$ cat src/rtl/qc_enc_pkg.sv
// Shared types and constants for the QC-LDPC encoder frame sequencer.
// Holds the FSM state encoding and the post-fetch drain length.
package qc_enc_pkg;

    localparam int DATA_W_DEF = 27;
    localparam int CW_W_DEF   = 162;

    typedef enum logic [2:0] {
        IDLE,
        CLR,
        FETCH,
        DRAIN,
        HOLD
    } state_t;

    // Cycles from the last rom_en until enc_result can be captured.
    function automatic int drain_len(input int rom_lat, input int enc_lat);
        return rom_lat + enc_lat;
    endfunction

endpackage

$ cat src/rtl/qc_valid_pipe.sv
// Delay line that aligns the encoder valid strobe with ROM read latency.
// Cleared by reset so no stale strobes survive a mid-frame reset.
module qc_valid_pipe #(
    parameter int DEPTH = 1
) (
    input  logic clk,
    input  logic rst,
    input  logic din,
    output logic dout
);

    logic [DEPTH-1:0] sr;

    always_ff @(posedge clk or negedge rst) begin
        if (!rst) begin
            sr <= '0;
        end else begin
            sr[0] <= din;
            for (int i = 1; i < DEPTH; i++) begin
                sr[i] <= sr[i-1];
            end
        end
    end

    assign dout = sr[DEPTH-1];

endmodule

$ cat src/rtl/qc_enc_frame_ctrl.sv
// Frame sequencer: clears the encoder, streams ROM words, captures the result.
// Optional QC_ENC_CTRL_CONT_EN adds a cont input for back-to-back frames.
module qc_enc_frame_ctrl
    import qc_enc_pkg::*;
#(
    parameter int DATA_W    = DATA_W_DEF,
    parameter int CW_W      = CW_W_DEF,
    parameter int NUM_WORDS = 18,
    parameter int ADDR_W    = 5,
    parameter int ROM_LAT   = 1,
    parameter int ENC_LAT   = 1,
    parameter int CNT_W     = 16
) (
    input  logic              clk,
    input  logic              rst,
    input  logic              start,
    input  logic [ADDR_W-1:0] base_addr,
`ifdef QC_ENC_CTRL_CONT_EN
    input  logic              cont,
`endif
    output logic              rom_en,
    output logic [ADDR_W-1:0] rom_addr,
    input  logic [DATA_W-1:0] rom_data,
    output logic              enc_clr,
    output logic              enc_valid,
    output logic [DATA_W-1:0] enc_data,
    input  logic [CW_W-1:0]   enc_result,
    output logic              res_valid,
    output logic [CW_W-1:0]   res_data,
    input  logic              res_ready,
    output logic              busy,
    output logic [CNT_W-1:0]  frame_cnt
);

    localparam int DL = drain_len(ROM_LAT, ENC_LAT);
    localparam logic [ADDR_W-1:0] LAST_IDX = ADDR_W'(NUM_WORDS - 1);
    localparam logic [2:0] LAST_D = 3'(DL - 1);
`ifdef QC_ENC_CTRL_CONT_EN
    localparam logic [ADDR_W-1:0] NW_A = ADDR_W'(NUM_WORDS);
`endif

    state_t state;
    state_t nstate;

    logic [ADDR_W-1:0] base_q;
    logic [ADDR_W-1:0] idx;
    logic [2:0]        dcnt;
    logic              cap;
    logic              hs;
    logic              next_cont;

`ifdef QC_ENC_CTRL_CONT_EN
    assign next_cont = cont;
`else
    assign next_cont = 1'b0;
`endif

    always_ff @(posedge clk or negedge rst) begin
        if (!rst) begin
            state <= IDLE;
        end else begin
            state <= nstate;
        end
    end

    always_comb begin
        nstate  = state;
        rom_en  = 1'b0;
        enc_clr = 1'b0;
        cap     = 1'b0;
        hs      = 1'b0;
        unique case (state)
            IDLE: begin
                if (start) nstate = CLR;
            end
            CLR: begin
                enc_clr = 1'b1;
                nstate  = FETCH;
            end
            FETCH: begin
                rom_en = 1'b1;
                if (idx == LAST_IDX) nstate = DRAIN;
            end
            DRAIN: begin
                if (dcnt == LAST_D) begin
                    cap    = 1'b1;
                    nstate = HOLD;
                end
            end
            HOLD: begin
                if (res_ready) begin
                    hs     = 1'b1;
                    nstate = next_cont ? CLR : IDLE;
                end
            end
            default: nstate = IDLE;
        endcase
    end

    always_ff @(posedge clk or negedge rst) begin
        if (!rst) begin
            base_q    <= '0;
            idx       <= '0;
            dcnt      <= '0;
            res_valid <= 1'b0;
            res_data  <= '0;
            frame_cnt <= '0;
        end else begin
            if (state == IDLE && start) base_q <= base_addr;
            // Continuous mode streams the next ROM window without a start.
            if (hs && next_cont) begin
`ifdef QC_ENC_CTRL_CONT_EN
                base_q <= base_q + NW_A;
`endif
            end
            idx  <= (state == FETCH) ? idx + 1'b1 : '0;
            dcnt <= (state == DRAIN) ? dcnt + 1'b1 : '0;
            if (cap) begin
                res_valid <= 1'b1;
                res_data  <= enc_result;
            end
            if (hs) begin
                res_valid <= 1'b0;
                frame_cnt <= frame_cnt + 1'b1;
            end
        end
    end

    assign rom_addr = rom_en ? base_q + idx : '0;
    assign busy     = (state != IDLE);
    assign enc_data = rom_data;

    qc_valid_pipe #(
        .DEPTH(ROM_LAT)
    ) u_pipe (
        .clk (clk),
        .rst (rst),
        .din (rom_en),
        .dout(enc_valid)
    );

endmodule

$ cat config.mk
export PLATFORM = sky130hd
export DESIGN_NAME = qc_enc_frame_ctrl
export DESIGN_NICKNAME = d
export VERILOG_FILES = /design/src/rtl/qc_enc_pkg.sv /design/src/rtl/qc_valid_pipe.sv /design/src/rtl/qc_enc_frame_ctrl.sv
export SDC_FILE = /design/constraint.sdc
export NUM_CORES = 1
export LEC_CHECK = 0
export ABC_AREA = 0
export BUFFER_PORTS_ARGS = -buffer_cell sky130_fd_sc_hd__buf_2
export CAP_MARGIN = 20
export CORE_AREA = 2 2 166 168
export CTS_CLUSTER_DIAMETER = 100
export DETAILED_ROUTE_END_ITERATION = 8
export DIE_AREA = 0 0 168 170
export MAX_ROUTING_LAYER = met4
export SETUP_SLACK_MARGIN = 0.2
export SYNTH_ARGS = -nofsm -noshare
export SYNTH_HDL_FRONTEND = slang
export SYNTH_SLANG_ARGS = --single-unit
$ cat constraint.sdc
create_clock -name clk -period 2 [get_ports clk]
set_input_delay 0.1 -clock clk [delete_from_list [all_inputs] [get_ports clk]]
set_output_delay 0.1 -clock clk [all_outputs]
set_load 0.03 [all_outputs]
# Word-level counts from Yosys, hierarchy flattened
# Cells that the tools add are included.
dict set report classes {
  addsub 4
  reduce_logical 5
  eq_ne 10
  muxes 16
}
# cell count
set ops {}
lappend ops {{$add A16 B1 Y16 const B} 1}
lappend ops {{$mux W3} 5}
lappend ops {{$pmux W3 S5} 1}
lappend ops {{$mux W5} 2}
lappend ops {{$mux W1} 8}
lappend ops {{$ne A2 B2 Y1 const B} 4}
lappend ops {{$eq A3 B1 Y1 const B} 2}
lappend ops {{$eq A3 B2 Y1 const B} 2}
lappend ops {{$add A5 B1 Y5 const B} 1}
lappend ops {{$add A5 B5 Y5} 1}
lappend ops {{$eq A5 B5 Y1 const B} 1}
lappend ops {{$reduce_and A4 Y1} 1}
lappend ops {{$add A3 B1 Y3 const B} 1}
lappend ops {{$eq A3 B3 Y1 const B} 1}
lappend ops {{$logic_not A3 Y1} 1}
lappend ops {{$reduce_bool A3 Y1} 1}
lappend ops {{$reduce_bool A2 Y1} 1}
lappend ops {{$logic_and A1 B1 Y1} 1}
dict set report word_totals {
  input_bits 198
  ff_bits 196
  elab_cells 43
  out_inout_bits 215
}

# Logic depth before layout (Yosys ltp)
dict set report logic_depth {
  depth_word 5
  mapped_depth 8
  mapped_depth_nobuf 7
}

# By module
# A second synthesis with hierarchy kept.
dict set report unflattened {
  hier_cells 516
  hier_area_um2 7965.1
}
# mod seq_area_each_um2 instances cells_per_inst area_per_inst_um2
set by_module_without_submodules {}
lappend by_module_without_submodules {qc_enc_frame_ctrl 4879.7 1 515 7940.1}
lappend by_module_without_submodules {qc_valid_pipe 25.0 1 1 25.0}

# Worst setup path after synthesis
# Ideal clock, no wire load.
dict set report synth_timing {
  path_kind {reg2out}
  start {register idx[0]}
  end {output rom_addr[4]}
  required_time_ps 1900
  arrival_time_ps 1881
  path_stages_with_launch 8
  slack_ps 19
  path_buffers 0
  cell_sequence {dfrtp_1 > ha_1 > inv_1 > fa_1 > nor2b_1 > o21a_1 > or3_1 > a21oi_1}
}
dict set report synth_between {
  elab_chain_len 2
}
# item line_no
set synth_lines {}
lappend synth_lines {{from (decl)} qc_enc_frame_ctrl.sv:46} ;# logic [ADDR_W-1:0] idx;
lappend synth_lines {{from (signal assigned)} qc_enc_frame_ctrl.sv:116} ;# idx <= (state == FETCH) ? idx + 1'b1 : '0;
lappend synth_lines {{$add A5 B5 Y5} qc_enc_frame_ctrl.sv:129} ;# assign rom_addr = rom_en ? base_q + idx : '0;
lappend synth_lines {{$mux W5} qc_enc_frame_ctrl.sv:129}
lappend synth_lines {{to (decl)} qc_enc_frame_ctrl.sv:22} ;# output logic [ADDR_W-1:0] rom_addr,
# No other way between the ends.

# Worst setup path after layout
dict set report layout_timing {
  start {register base_q[0]}
  end {output rom_addr[4]}
}
dict set report layout_between {
  elab_chain_len 2
}
# item line_no
set layout_lines {}
lappend layout_lines {{from (decl)} qc_enc_frame_ctrl.sv:45} ;# logic [ADDR_W-1:0] base_q;
lappend layout_lines {{from (signal assigned)} qc_enc_frame_ctrl.sv:109} ;# if (state == IDLE && start) base_q <= base_addr;
lappend layout_lines {{$add A5 B5 Y5} qc_enc_frame_ctrl.sv:129}
lappend layout_lines {{$mux W5} qc_enc_frame_ctrl.sv:129}
# No other way between the ends.

==> reports/results.txt <==
Synth Area in Simple Gates = 4.85%
Max Cap Viol = 0
Post-synth ARST share = 100%
Pint = 11.2 mW
CP required = 1.90 ns
synthesized flop and latch total = 196
RSZ-0062 raised after global routing = yes
Buf/Inv on CP = 2
path type of the worst setup path = reg2out
worst setup margin = -0.281 ns
mux share of post-synthesis cell area = 23.5%
DP Area = 0.0101 mm^2
syn_nets = 725
clock skew = 0.0161 ns
Worst-path clk slew = 0.08 ns
vias in the first global route = 6,646
clock sink total = 196
worst slack, placed = 0.130 ns
first-pass GRT wire length = 34.5 mm
DR DRC count = 0
antenna cells = 0
CP max stage delay = 0.39 ns
Vias/cell = 4.34
# setup viols final = 2
M1 GR Usage = 17.7%
XOR/XNOR share of the synthesized area = 2.31%
combinational share of power = 48.7%
initial antenna violation count = 0
worst min path class = in2out
Final Critical Period = 2.28 ns
GPL Wtd Cong = 0.779
Worst path top cell family by delay = simple AND/OR/NAND/NOR gates
die width = 168 um
final WL = 21.9 mm
Core Box Area = 0.0267 mm^2
Cell Pwr Density = 1570 mW/mm^2
clock share of power = 17.5%
Total GRT Usage = 15.6%
yosys warns = 0
Slew HR = 59.6%
met2 usage = 27.4%
Clk Latency, worst-skew pair = 0.43 ns
Slew Limit Fails = 0
row count = 60
CTS tree = yes
Synth Area in Compound Gates = 0.771%
via count = 6,112
drt pass-1 iters = 4
Initial Util = 29.8%
wire length per cell = 15.6 um
final core utilization = 47.4%
worst reg2reg setup slack = 0.29 ns
Synth Instances = 517
Synth area leaders = dfrtp_1, mux2_2, mux2_1, buf_4, xnor2_1
Max Fclk = 0.438 GHz
Final period util = 114%
post-synthesis cell area = 0.00795 mm^2
fill count = 2,357
maximum number of pins on one net before global-route repair = 70
Syn Area/Cell = 15.4 um^2
Final ANT Viol Nets = 0
number of flops mapped to enable cells by yosys = 0
Critical Path AT = 2.18 ns
switching fraction of total power = 43.4%
Worst Path Max Fanout = 2
status = complete, but fails checks
adder-cell share of the synthesized area = 1.67%
largest area contributor in the netlist = dfrtp_1
Clock Path Buffers = 2
setup_tns = -0.296 ns
Area growth syn-to-layout = 58.8%
LEAKAGE = 6.13 nW
final hold viol count = 0
Final Net Count = 1,264
largest family of logic cells by synthesized area = multiplexers
number of I/O port buffers = 358
DPL Wire Length = 14.9 mm
Reg power frac = 33.7%
Synth top area share = 61.7%
Yosys cell types = 39
cell-by-cell trace of the critical path = ha_2 > inv_2 > fa_2 > nor2b_4 > o21a_1 > or3_4 > a21oi_4 > buf_6
ys flop type = dfrtp_1
IO Count = 413
H-tree levels = 4
die height = 170 um
switching pwr = 8.60 mW
1st-iter DRT viols = 190
Design Area, Final = 0.0126 mm^2
layout cells sized above 1 = 51.2%
WHS = 0.200 ns
CP Capture Type = primary output
Worst Tran Pin Value = 0.607 ns
clock root cell = clkbuf_16
CTS Buf Count = 17
final global-route overflow total = 0
GR Util met3 = 3.63%
Most Crowded Layer GR = met2
Die ar. = 0.0286 mm^2
crit start category = flop
Worst path slowest cell = dfrtp_1
Peak VDD IR = 0.000925 V
failing checks = negative setup slack
post-synthesis sequential area ratio = 61.7%
==> layout make-up <==
| type | count | area (um^2) | area share [%] |
|---|---|---|---|
| Multi-Input combinational cell | 267 | 2690 | 21.3 |
| Clock buffer | 17 | 425 | 3.37 |
| Sequential cell | 196 | 4910 | 38.9 |
| Clock inverter | 14 | 166 | 1.32 |
| Timing Repair Buffer | 567 | 3990 | 31.6 |
| Inverter | 7 | 26.3 | 0.208 |
| Tap cell | 341 | 427 | 3.38 |
==> placed cells by master, fill, tap and decap left out, drive strengths merged, types with 7 or more instances in the layout <==
cell and instances:
buf 395, xnor2 15, mux2 166, ha 9, dfrtp 196, nor3 7, inv 14, nand2 12
dlygate4sd3 170, nor2 16, clkbuf 19
==> registers in the layout, indices dropped and copies added, names as in the netlist <==
name / count
base_q: 5
u_pipe.dout: 1
res_valid: 1
idx: 5
frame_cnt: 16
dcnt: 3
res_data: 162
state: 3
==> through the flow <==
stage,total power [mW],std cells
after floorplan,12.9,517
after global placement,15.6,1197
after detailed placement,15.8,1197
after CTS,19.8,1402
after global routing,20.9,1409
final,19.8,1409
==> final timing paths <==
check | startpoint | end | cells after the start
min in group asynchronous | rst | res_data[59] | 2
max in group asynchronous | rst | res_data[131] | 3
worst min-delay path | rom_data[2] | enc_data[2] | 0
worst max-delay path | base_q[0] | rom_addr[4] | 8
worst max register to register | dcnt[1] | res_data[94] | 7
worst min register to register | dcnt[0] | dcnt[0] | 1
==> power groups by stage <==
stage	Clock (mW)	Sequential [mW]	Combinational, mW
after floorplan	0	10.1	2.85
after global placement	0	6.67	8.97
after detailed placement	0	6.72	9.05
after CTS	3.61	6.65	9.49
after global routing	3.78	6.91	10.2
final	3.48	6.69	9.67
==> cells in the mapped netlist, types with 2 or more instances <==
master	number
xor2_1	6
dfrtp_1	196
mux2_2	97
inv_1	7
nor2b_1	2
ha_1	9
mux2_1	69
nand4_1	5
nor3_1	4
buf_4	37
nor3_2	3
o21ai_0	2
nand2_1	12
or3_1	2
buf_6	6
nand3_1	6
xnor2_1	15
nor2_1	15
a21oi_1	3
buf_2	2
==> cell families after synthesis <==
kind of cell | after synthesis
buffers and inverters | 54
XOR/XNOR | 21
AND/OR/NAND/NOR | 60
adder cells (fa/ha/maj) | 10
multiplexers | 166
AO/OA/AOI/OAI | 10
flip-flops | 196
==> metal layers <==
| layer | wire (um) | part of all wire, % |
|---|---|---|
| met1 | 8890 | 41 |
| met2 | 11300 | 52 |
| met5 | 0 | 0 |
| met3 | 1300 | 5.9 |
| met4 | 440 | 2.0 |
==> repair_timing <==
action,in CTS,in global routing
endpoints found under the setup margin,6,143
gates cloned,0,1
hold buffers,170,0
gates resized for setup,14,16
buffers inserted,4,6
pin swaps,3,7
hold endpoints to repair,229,0
Note: power is estimated with default switching activity, not from simulation.
